$ cat src/rtl/ranger_pkg.sv
`default_nettype none
// ============================================================================
//  Module   : ranger_pkg
//  Purpose  : Shared types, default parameter values and width helper for the
//             HC-SR04 ranging front-end (hcsr04_ranger, us_tick_gen).
//  Contents : state_e      - ranger FSM state encoding
//             DEF_*        - default timing/range parameters
//             DEGLITCH_LEN - clks a new echo level must persist when the
//                            ECHO_DEGLITCH_EN build option is defined
//             cnt_w()      - bits needed to hold 0..max_val
//  Revision : 1.0 - initial release
// ============================================================================
package ranger_pkg;

    typedef enum logic [2:0] {
        IDLE      = 3'd0,
        TRIG      = 3'd1,
        WAIT_RISE = 3'd2,
        MEASURE   = 3'd3,
        HOLDOFF   = 3'd4
    } state_e;

    localparam int unsigned DEF_CLKS_PER_US = 10;
    localparam int unsigned DEF_TRIG_US     = 10;
    localparam int unsigned DEF_US_PER_CM   = 58;
    localparam int unsigned DEF_MAX_CM      = 400;
    localparam int unsigned DEF_WAIT_US     = 5000;
    localparam int unsigned DEF_PERIOD_US   = 60000;
    localparam int unsigned DEF_DIST_W      = 9;

    localparam int unsigned DEGLITCH_LEN    = 4;

    // Width of a counter that must represent every value 0..max_val.
    function automatic int unsigned cnt_w(input int unsigned max_val);
        cnt_w = (max_val < 2) ? 1 : $clog2(max_val + 1);
    endfunction

endpackage : ranger_pkg
`default_nettype wire

$ cat src/rtl/us_tick_gen.sv
`default_nettype none
// ============================================================================
//  Module   : us_tick_gen
//  Purpose  : Microsecond prescaler. Counts 0..CLKS_PER_US-1 and raises o_tick
//             for the one cycle in which the count wraps. i_clr restarts the
//             count from 0 on the next cycle (the tick of the current cycle,
//             if any, is still reported).
//  Ports    : clk     - system clock
//             rst_n   - synchronous active-low reset
//             i_clr   - restart prescaler
//             o_tick  - one-cycle strobe every CLKS_PER_US clks
//  Revision : 1.0 - initial release
// ============================================================================
module us_tick_gen
    import ranger_pkg::*;
#(
    parameter int unsigned CLKS_PER_US = DEF_CLKS_PER_US
) (
    input  logic clk,
    input  logic rst_n,
    input  logic i_clr,
    output logic o_tick
);

    localparam int unsigned CW = cnt_w(CLKS_PER_US - 1);

    logic [CW-1:0] cnt_q;
    logic [CW-1:0] cnt_d;

    assign o_tick = (cnt_q == CW'(CLKS_PER_US - 1));

    always_comb begin
        cnt_d = cnt_q + CW'(1);
        if (i_clr || o_tick) begin
            cnt_d = '0;
        end
    end

    always_ff @(posedge clk) begin
        if (!rst_n) begin
            cnt_q <= '0;
        end else begin
            cnt_q <= cnt_d;
        end
    end

endmodule : us_tick_gen
`default_nettype wire

$ cat src/rtl/hcsr04_ranger.sv
`default_nettype none
// ============================================================================
//  Module   : hcsr04_ranger
//  Purpose  : HC-SR04 ultrasonic ranging front-end. Issues periodic trigger
//             pulses, times the echo and converts its width to whole cm.
//  Ports    : clk        - system clock
//             rst_n      - synchronous active-low reset
//             ena        - run enable (0 returns to IDLE)
//             echo_in    - raw sensor echo (asynchronous)
//             trig_out   - sensor trigger
//             dist_cm    - last distance in cm, held between strobes
//             dist_valid - one-cycle strobe on each completed measurement
//             timeout    - last result was no echo / out of range
//             busy       - FSM is not IDLE
//  Build    : ECHO_DEGLITCH_EN - when defined, a new synchronised echo level
//             must persist DEGLITCH_LEN clks before it is accepted.
//  Revision : 1.0 - initial release
// ============================================================================
module hcsr04_ranger
    import ranger_pkg::*;
#(
    parameter int unsigned CLKS_PER_US = DEF_CLKS_PER_US,
    parameter int unsigned TRIG_US     = DEF_TRIG_US,
    parameter int unsigned US_PER_CM   = DEF_US_PER_CM,
    parameter int unsigned MAX_CM      = DEF_MAX_CM,
    parameter int unsigned WAIT_US     = DEF_WAIT_US,
    parameter int unsigned PERIOD_US   = DEF_PERIOD_US,
    parameter int unsigned DIST_W      = DEF_DIST_W
) (
    input  logic              clk,
    input  logic              rst_n,
    input  logic              ena,
    input  logic              echo_in,
    output logic              trig_out,
    output logic [DIST_W-1:0] dist_cm,
    output logic              dist_valid,
    output logic              timeout,
    output logic              busy
);

    localparam int unsigned ST_US_MAX = (TRIG_US > WAIT_US) ? TRIG_US : WAIT_US;
    localparam int unsigned US_W      = cnt_w(ST_US_MAX);
    localparam int unsigned SUB_W     = cnt_w(US_PER_CM - 1);
    localparam int unsigned CM_W      = cnt_w(MAX_CM);
    localparam int unsigned PER_W     = cnt_w(PERIOD_US);

    // ------------------------------------------------------------------
    // Echo synchroniser and edge detect
    // ------------------------------------------------------------------
    logic sync1_q;
    logic sync2_q;
    logic prev_q;
    logic w_level;
    logic w_rise;
    logic w_fall;

`ifdef ECHO_DEGLITCH_EN
    localparam int unsigned DG_W = cnt_w(DEGLITCH_LEN - 1);

    logic            acc_q;
    logic            acc_d;
    logic [DG_W-1:0] dg_cnt_q;
    logic [DG_W-1:0] dg_cnt_d;

    // A differing level must be seen DEGLITCH_LEN clks in a row to be taken.
    always_comb begin
        acc_d    = acc_q;
        dg_cnt_d = '0;
        if (sync2_q != acc_q) begin
            if (dg_cnt_q == DG_W'(DEGLITCH_LEN - 1)) begin
                acc_d = sync2_q;
            end else begin
                dg_cnt_d = dg_cnt_q + DG_W'(1);
            end
        end
    end

    always_ff @(posedge clk) begin
        if (!rst_n) begin
            acc_q    <= 1'b0;
            dg_cnt_q <= '0;
        end else begin
            acc_q    <= acc_d;
            dg_cnt_q <= dg_cnt_d;
        end
    end

    assign w_level = acc_q;
`else
    assign w_level = sync2_q;
`endif

    always_ff @(posedge clk) begin
        if (!rst_n) begin
            sync1_q <= 1'b0;
            sync2_q <= 1'b0;
            prev_q  <= 1'b0;
        end else begin
            sync1_q <= echo_in;
            sync2_q <= sync1_q;
            prev_q  <= w_level;
        end
    end

    assign w_rise = w_level & ~prev_q;
    assign w_fall = ~w_level & prev_q;

    // ------------------------------------------------------------------
    // Prescalers: one restarted on every state change, one on TRIG entry
    // ------------------------------------------------------------------
    state_e state_q;
    state_e state_d;
    logic   w_st_clr;
    logic   w_st_tick;
    logic   w_per_clr;
    logic   w_per_tick;

    assign w_st_clr  = (state_d != state_q);
    assign w_per_clr = (state_d == TRIG) && (state_q != TRIG);

    us_tick_gen #(
        .CLKS_PER_US (CLKS_PER_US)
    ) u_st_tick (
        .clk    (clk),
        .rst_n  (rst_n),
        .i_clr  (w_st_clr),
        .o_tick (w_st_tick)
    );

    us_tick_gen #(
        .CLKS_PER_US (CLKS_PER_US)
    ) u_per_tick (
        .clk    (clk),
        .rst_n  (rst_n),
        .i_clr  (w_per_clr),
        .o_tick (w_per_tick)
    );

    // ------------------------------------------------------------------
    // FSM and counters
    // ------------------------------------------------------------------
    logic [US_W-1:0]   st_us_q,  st_us_d;
    logic [SUB_W-1:0]  sub_q,    sub_d;
    logic [CM_W-1:0]   cm_q,     cm_d;
    logic [PER_W-1:0]  per_us_q, per_us_d;
    logic [DIST_W-1:0] dist_q,   dist_d;
    logic              tout_q,   tout_d;
    logic              valid_q,  valid_d;
    logic              trig_q,   trig_d;
    logic              busy_q,   busy_d;

    logic              w_sub_wrap;
    logic [CM_W-1:0]   w_cm_next;
    logic              w_per_done;

    assign w_sub_wrap = w_st_tick && (sub_q == SUB_W'(US_PER_CM - 1));
    // Includes a cm completed in this very cycle so that a fall coinciding
    // with the final µs tick still credits it.
    assign w_cm_next  = w_sub_wrap ? (cm_q + CM_W'(1)) : cm_q;
    // True from the cycle in which the period counter steps onto PERIOD_US,
    // so the next trigger rises exactly PERIOD_US µs after the previous one.
    assign w_per_done = (per_us_q == PER_W'(PERIOD_US)) ||
                        (w_per_tick && (per_us_q == PER_W'(PERIOD_US - 1)));

    always_comb begin
        state_d  = state_q;
        sub_d    = sub_q;
        cm_d     = cm_q;
        dist_d   = dist_q;
        tout_d   = tout_q;
        valid_d  = 1'b0;
        per_us_d = per_us_q;
        st_us_d  = st_us_q;

        if (w_per_tick && (per_us_q != PER_W'(PERIOD_US))) begin
            per_us_d = per_us_q + PER_W'(1);
        end
        if (w_st_tick && (st_us_q != US_W'(ST_US_MAX))) begin
            st_us_d = st_us_q + US_W'(1);
        end

        case (state_q)
            IDLE: begin
                if (ena) begin
                    state_d = TRIG;
                end
            end
            TRIG: begin
                if (w_st_tick && (st_us_q == US_W'(TRIG_US - 1))) begin
                    state_d = WAIT_RISE;
                end
            end
            WAIT_RISE: begin
                if (w_rise) begin
                    state_d = MEASURE;
                    sub_d   = '0;
                    cm_d    = '0;
                end else if (w_st_tick && (st_us_q == US_W'(WAIT_US - 1))) begin
                    state_d = HOLDOFF;
                    dist_d  = DIST_W'(MAX_CM);
                    tout_d  = 1'b1;
                    valid_d = 1'b1;
                end
            end
            MEASURE: begin
                if (w_st_tick) begin
                    sub_d = w_sub_wrap ? '0 : (sub_q + SUB_W'(1));
                end
                cm_d = w_cm_next;
                if (w_fall) begin
                    state_d = HOLDOFF;
                    dist_d  = DIST_W'(w_cm_next);
                    tout_d  = 1'b0;
                    valid_d = 1'b1;
                end else if (w_sub_wrap && (cm_q == CM_W'(MAX_CM - 1))) begin
                    state_d = HOLDOFF;
                    dist_d  = DIST_W'(MAX_CM);
                    tout_d  = 1'b1;
                    valid_d = 1'b1;
                end
            end
            HOLDOFF: begin
                if (w_per_done && !w_level) begin
                    state_d = TRIG;
                end
            end
            default: begin
                state_d = IDLE;
            end
        endcase

        // Disable overrides everything and discards any pending result.
        if (!ena) begin
            state_d = IDLE;
            dist_d  = dist_q;
            tout_d  = tout_q;
            valid_d = 1'b0;
        end

        if (per_us_d != per_us_q && w_per_clr) begin
            per_us_d = '0;
        end else if (w_per_clr) begin
            per_us_d = '0;
        end
        if (state_d != state_q) begin
            st_us_d = '0;
        end

        trig_d = (state_d == TRIG);
        busy_d = (state_d != IDLE);
    end

    always_ff @(posedge clk) begin
        if (!rst_n) begin
            state_q  <= IDLE;
            st_us_q  <= '0;
            sub_q    <= '0;
            cm_q     <= '0;
            per_us_q <= '0;
            dist_q   <= '0;
            tout_q   <= 1'b0;
            valid_q  <= 1'b0;
            trig_q   <= 1'b0;
            busy_q   <= 1'b0;
        end else begin
            state_q  <= state_d;
            st_us_q  <= st_us_d;
            sub_q    <= sub_d;
            cm_q     <= cm_d;
            per_us_q <= per_us_d;
            dist_q   <= dist_d;
            tout_q   <= tout_d;
            valid_q  <= valid_d;
            trig_q   <= trig_d;
            busy_q   <= busy_d;
        end
    end

    assign trig_out   = trig_q;
    assign dist_cm    = dist_q;
    assign dist_valid = valid_q;
    assign timeout    = tout_q;
    assign busy       = busy_q;

endmodule : hcsr04_ranger
`default_nettype wire

$ cat config.mk
export PLATFORM = sky130hd
export DESIGN_NAME = hcsr04_ranger
export DESIGN_NICKNAME = d
export VERILOG_FILES = /design/src/rtl/ranger_pkg.sv /design/src/rtl/us_tick_gen.sv /design/src/rtl/hcsr04_ranger.sv
export SDC_FILE = /design/constraint.sdc
export NUM_CORES = 1
export LEC_CHECK = 0
export CAP_MARGIN = 15
export CORE_ASPECT_RATIO = 0.8
export CORE_MARGIN = 2
export CORE_UTILIZATION = 45
export DETAILED_ROUTE_END_ITERATION = 8
export PLACE_DENSITY_LB_ADDON = 0.12
export SLEW_MARGIN = 20
export SYNTH_ARGS = -nofsm -noshare
export SYNTH_HDL_FRONTEND = slang
export SYNTH_SLANG_ARGS = --single-unit
$ cat constraint.sdc
create_clock -name clk -period 5.3 [get_ports clk]
set_input_delay 1.59 -clock clk [delete_from_list [all_inputs] [get_ports clk]]
set_output_delay 1.59 -clock clk [all_outputs]
set_load 0.01 [all_outputs]
## Word-level counts from Yosys, hierarchy flattened

Cells that the tools add are included.

| operators by class | value |
|---|---|
| div/mod/pow operators | 0 |
| equality and inequality tests | 23 |
| shifts and indexed selects | 0 |
| muxes and demuxes | 31 |
| reduce and logical (&&, ||, !) cells | 25 |
| multipliers | 0 |
| magnitude comparators | 0 |
| $add $sub $neg | 6 |
| bitwise gates (word level) | 5 |

Operator list:

| kind | number |
|---|---|
| $mux W9 | 6 |
| $pmux W9 S2 | 2 |
| $eq A16 B16 Y1 const B | 2 |
| $mux W3 | 7 |
| $mux W6 | 3 |
| $add A16 B1 Y16 const B | 1 |
| $mux W16 | 1 |
| $ne A16 B16 Y1 | 1 |
| $ne A16 B16 Y1 const B | 1 |
| $pmux W3 S5 | 1 |
| $add A13 B1 Y13 const B | 1 |
| $eq A13 B13 Y1 const B | 1 |
| $eq A13 B4 Y1 const B | 1 |
| $ne A13 B13 Y1 const B | 1 |
| $pmux W6 S2 | 1 |
| $logic_and A1 B1 Y1 | 10 |
| $add A9 B1 Y9 const B | 1 |
| $eq A9 B9 Y1 const B | 1 |
| $add A4 B1 Y4 const B | 2 |
| $eq A4 B4 Y1 const B | 2 |
| $mux W1 | 8 |
| $add A6 B1 Y6 const B | 1 |
| $eq A3 B1 Y1 const B | 2 |
| $eq A3 B2 Y1 const B | 2 |
| 20 further kinds | 31 |

| word-level totals | value |
|---|---|
| bits in read-only memories | 0 |
| output and inout bits | 13 |
| memories | 0 |
| memory bits (writable) | 0 |
| bits in latches | 0 |
| input port bits | 4 |
| register bits | 71 |
| logic and storage cells | 105 |

## Depth between registers and ports, before layout

| depth | value |
|---|---|
| depth after elaboration | 11 |
| mapped depth | 9 |
| mapped depth without buffers | 8 |

## Modules after synthesis

Synthesis repeated with hierarchy kept, for this count alone.

| second synthesis, totals | value |
|---|---|
| cell total of the unflattened synthesis | 406 |
| area total of the unflattened synthesis | 3503.4 sq um |

By module, submodules not included:

| module | sequential area each (sq um) | cells each | times used | area an instance (sq um) |
|---|---|---|---|---|
| hcsr04_ranger | 1261.2 | 370 | 1 | 3150.5 |
| us_tick_gen | 80.1 | 18 | 2 | 176.4 |

## Worst setup path before layout

OpenSTA, ideal clock, no wires.

| timing path | value |
|---|---|
| path type | input to register |
| start point | input port ena |
| end point | register st_us_q[11] |
| slack | 2.464 ns |
| stages | 6 |
| setup time | 0.117 ns |
| buffers on the path | 1 |
| data arrival time | 2.720 ns |
| required time | 5.183 ns |
| cells stage by stage | nand2_1 -> or4_1 -> o211a_1 -> o2111ai_2 -> buf_4 -> nor3_1 |

| between the ends | value |
|---|---|
| word-level cells in the longest chain between the ends | 3 |

Ends and longest elaborated chain:

| item | line | text |
|---|---|---|
| start, declared | hcsr04_ranger.sv:32 | `input logic ena,` |
| $mux W3 | hcsr04_ranger.sv:233 | `if (!ena) begin` |
| $ne A3 B3 Y1 | hcsr04_ranger.sv:245 | `if (state_d != state_q) begin` |
| $reduce_or A2 Y1 (no line) | -- |  |
| end signal, assigned | hcsr04_ranger.sv:267 | `st_us_q <= st_us_d;` |
| end, declared | hcsr04_ranger.sv:142 | `logic [US_W-1:0] st_us_q, st_us_d;` |

No other way between the ends.
A chain may end at the register's enable or synchronous reset.

## Worst setup path after layout

| timing path | value |
|---|---|
| start point | input port ena |
| end point | register u_st_tick.cnt_q[1] |

| between the ends | value |
|---|---|
| word-level cells in the longest chain between the ends | 4 |

Ends and longest elaborated chain:

| item | line | text |
|---|---|---|
| $mux W3 | hcsr04_ranger.sv:233 |  |
| $ne A3 B3 Y1 | hcsr04_ranger.sv:118 | `assign w_st_clr = (state_d != state_q);` |
| $logic_or A1 B1 Y1 | us_tick_gen.sv:34 | `if (i_clr \|\| o_tick) begin` |
| $reduce_or A2 Y1 (no line) | -- |  |
| end signal, assigned | us_tick_gen.sv:43 | `cnt_q <= cnt_d;` |
| end, declared | us_tick_gen.sv:27 | `logic [CW-1:0] cnt_q;` |

No other way between the ends.

==> summary.md <==
| Metric | Value |
|---|---|
| Status | completed |
| Leakage | 1.40 nW |
| Hold Path Class | reg2reg |
| Top cells by count, synth | dfxtp_1, nor2_1, nand2_1 |
| Crit-path slowest cell | o2111ai_2 |
| Synth top area share | 0.404 |
| Post-CTS setup buffers | 0 |
| Die ar. | 8540 sq um |
| Worst r2r path cells | 8 |
| Max_cap viols | 0 |
| Clock latency on the worst-skew pair | between 300 and 400 ps |
| Synth warn | 0 |
| Worst Hold Depth | 1 |
| CTS buffer count | 9 |
| CTS tree | built |
| Cells after Synth | 400 |
| Maximum VDD drop | 0.146 mV |
| Crit Reg-Reg Startpoint | u_st_tick.cnt_q[1] |
| PwrDens | 257 nW/um^2 |
| Io pins | 17 |
| Via count | 2812 |
| CP delay by family, top | compound AO/OA/AOI/OAI gates |
| DP Wirelength | between 5000 and 6000 microns |
| Crit path time final | 3510 ps |
| Core Region | roughly 7500 sq um |
| Routed len/inst | 14.0 microns |
| Fin crit share | 0.663 |
| Worst Skew | 8.20 ps |
| H-tree depth | 3 |
| Layout cells sized above 1 | 0.0690 |
| Most used DFF post-synth | dfxtp_1 |
| Hold_ws | approximately 450 ps |
| Relative slew margins | 0.321 |
| Post-cts resize count | 0 |
| Vias in the first global route | 2660 |
| I/O Buffers | 16 |
| GP Congestion | 0.776 |
| Initial antenna violation count | 0 |
| Worst-case clock buffer depth | 2 |
| Number of library cell types mapped by synthesis | 55 |
| Iteration-0 DRC Markers | 85 |
| Drt via density | 5.36 |
| Residual DRC count | 0 |
| Hold Vio Cnt, Final | 0 |
| Critical Path Fanout Max | 17 |
| Setup TNS | 0 ps |
| ANT nets after route | 0 |
| Net Count, Synth | 416 |
| Max incr delay on CP | between 600 and 700 ps |
| FF-to-FF End | u_st_tick.cnt_q[1] |
| Die width | 103 microns |
| CP required | between 5000 and 6000 ps |
| Die height | between 80 and 90 microns |
| Top cells by area, synth | dfxtp_1, nor2_1, xor2_1 |
| Hold_buf cts | 0 |
| EDFF count, synth | 0 |
| Syn-to-layout area delta | 12.1% |
| Worst reg2reg setup slack | 2120 ps |
| First-pass GRT wire length | 12500 microns |
| Top-count cell post-synth | dfxtp_1 |
| Critical Path End Type | register |
| Mapped cell area | around 3500 sq um |
| Startpoint types | input pin |
| Hold_sp | sync1_q |
| Worst EP arrival | 3760 ps |
| Setup violators final | 0 |
| Cell row count | 28 |
| Sequential cell area fraction in the yosys report | 0.404 |
| Initial Util | 0.469 |
| RSZ-0062 raised after global routing | false |
| Drt pass-1 iters | 4 |
| CP Buf/Inv Count | 1 |
| Yosys reg bits | 71 |
| CTS root buffer | clkbuf_8 |
| Avg Inst Size Synth | 8.79 sq um |
| Crit-path cells | clkdlybuf4s50_1 -> nand2_1 -> o21bai_1 -> o2111ai_2 -> nor4_1 |
| CTS Sinks | between 70 and 80 |
| Routed WL | 7330 microns |
| Final net count | about 430 |
| Diodes inserted | 0 |
| Slew @ Worst Pin | 1020 ps |
| Cell taking the most area after synthesis | dfxtp_1 |
| Max Freq | 285 MHz |
| Clock slew at reported path FFs | 70 ps |
| Hold Crit Endpoint | sync2_q |
| Grt total ovfl | 0 |
| Critical path type | in2reg |
| Final Max Slew Viols | 0 |
| Largest net degree at the start of global routing | 24 |
| Asr flop ratio synth | 0 |
| GRT Total Usage | 0.182 |
==> through the flow <==
stage / power [mW] / std cells / instance area (sq um) / worst slack, ps / util
finish: 1.01 / 525 / 3940 / 1790 / 0.526
global route: 1.05 / 525 / 3940 / 1590 / 0.526
CTS: 1.03 / 525 / 3940 / 1820 / 0.525
detailed placement: 0.586 / 510 / 3740 / 1440 / 0.498
global placement: 0.586 / 510 / 3740 / 1560 / 0.498
floorplan: 0.578 / 400 / 3520 / 2460 / -
==> metal layers <==
layer  track usage  vias to the layer above  wire length, microns
met4        0.0658                        0                   125
met1         0.267                     1318                  3940
met2         0.261                       53                  2990
li1              -                     1427                     -
met3        0.0379                       14                   265
met5             0                        -                     0
==> kinds of logic after synthesis <==
| kind of cell | synth area share |
|---|---|
| buffers and inverters | 0.0413 |
| AOI/OAI and AO/OA | 0.104 |
| muxes | 0.0149 |
| and+or+nand+nor | 0.285 |
| xor gates and xnor gates | 0.107 |
| DFF | 0.404 |
| adders and majority gates | 0.0427 |
==> layout by cell type, fill, tap and decap left out, types with 12 or more instances in the layout <==
| cell | n |
|---|---|
| inv_1 | 18 |
| nor2_1 | 58 |
| clkdlybuf4s50_1 | 16 |
| nand3_1 | 17 |
| ha_1 | 12 |
| nor3_1 | 22 |
| xnor2_1 | 19 |
| dfxtp_1 | 71 |
| nand2_1 | 31 |
| xor2_1 | 24 |
| a21oi_1 | 14 |
==> how the worst max path moves through the flow <==
stage	cells after the start	start	endpoint
floorplan	6	ena	st_us_q[11]
global placement	5	ena	u_st_tick.cnt_q[2]
detailed placement	5	ena	u_st_tick.cnt_q[3]
CTS	5	ena	u_st_tick.cnt_q[2]
global route	5	ena	u_st_tick.cnt_q[2]
finish	5	ena	u_st_tick.cnt_q[1]
==> registers in the layout, indices dropped and copies added (netlist names), 3 cells and up <==
| register | flops |
|---|---|
| cm_q | 9 |
| u_st_tick.cnt_q | 4 |
| dist_cm | 9 |
| per_us_q | 16 |
| u_per_tick.cnt_q | 4 |
| sub_q | 6 |
| st_us_q | 13 |
| state_q | 3 |
==> report_power, final <==
group	leakage, nW	total (mW)	switching, mW	internal (mW)
sequential	0.574	0.542	0.00451	0.537
clock	0.0985	0.441	0.201	0.240
combinational	0.732	0.0319	0.0205	0.0114
==> final cells by class <==
class	instances	area, sq um
fillers	768	3560
repair buffers	17	168
well taps	105	131
flip-flops and latches	71	1420
multi-input cells	299	1960
inverters	18	67.6
clock buffers	12	155
clock inverters	3	42.5
No activity file was read; power rests on OpenSTA's default activity.
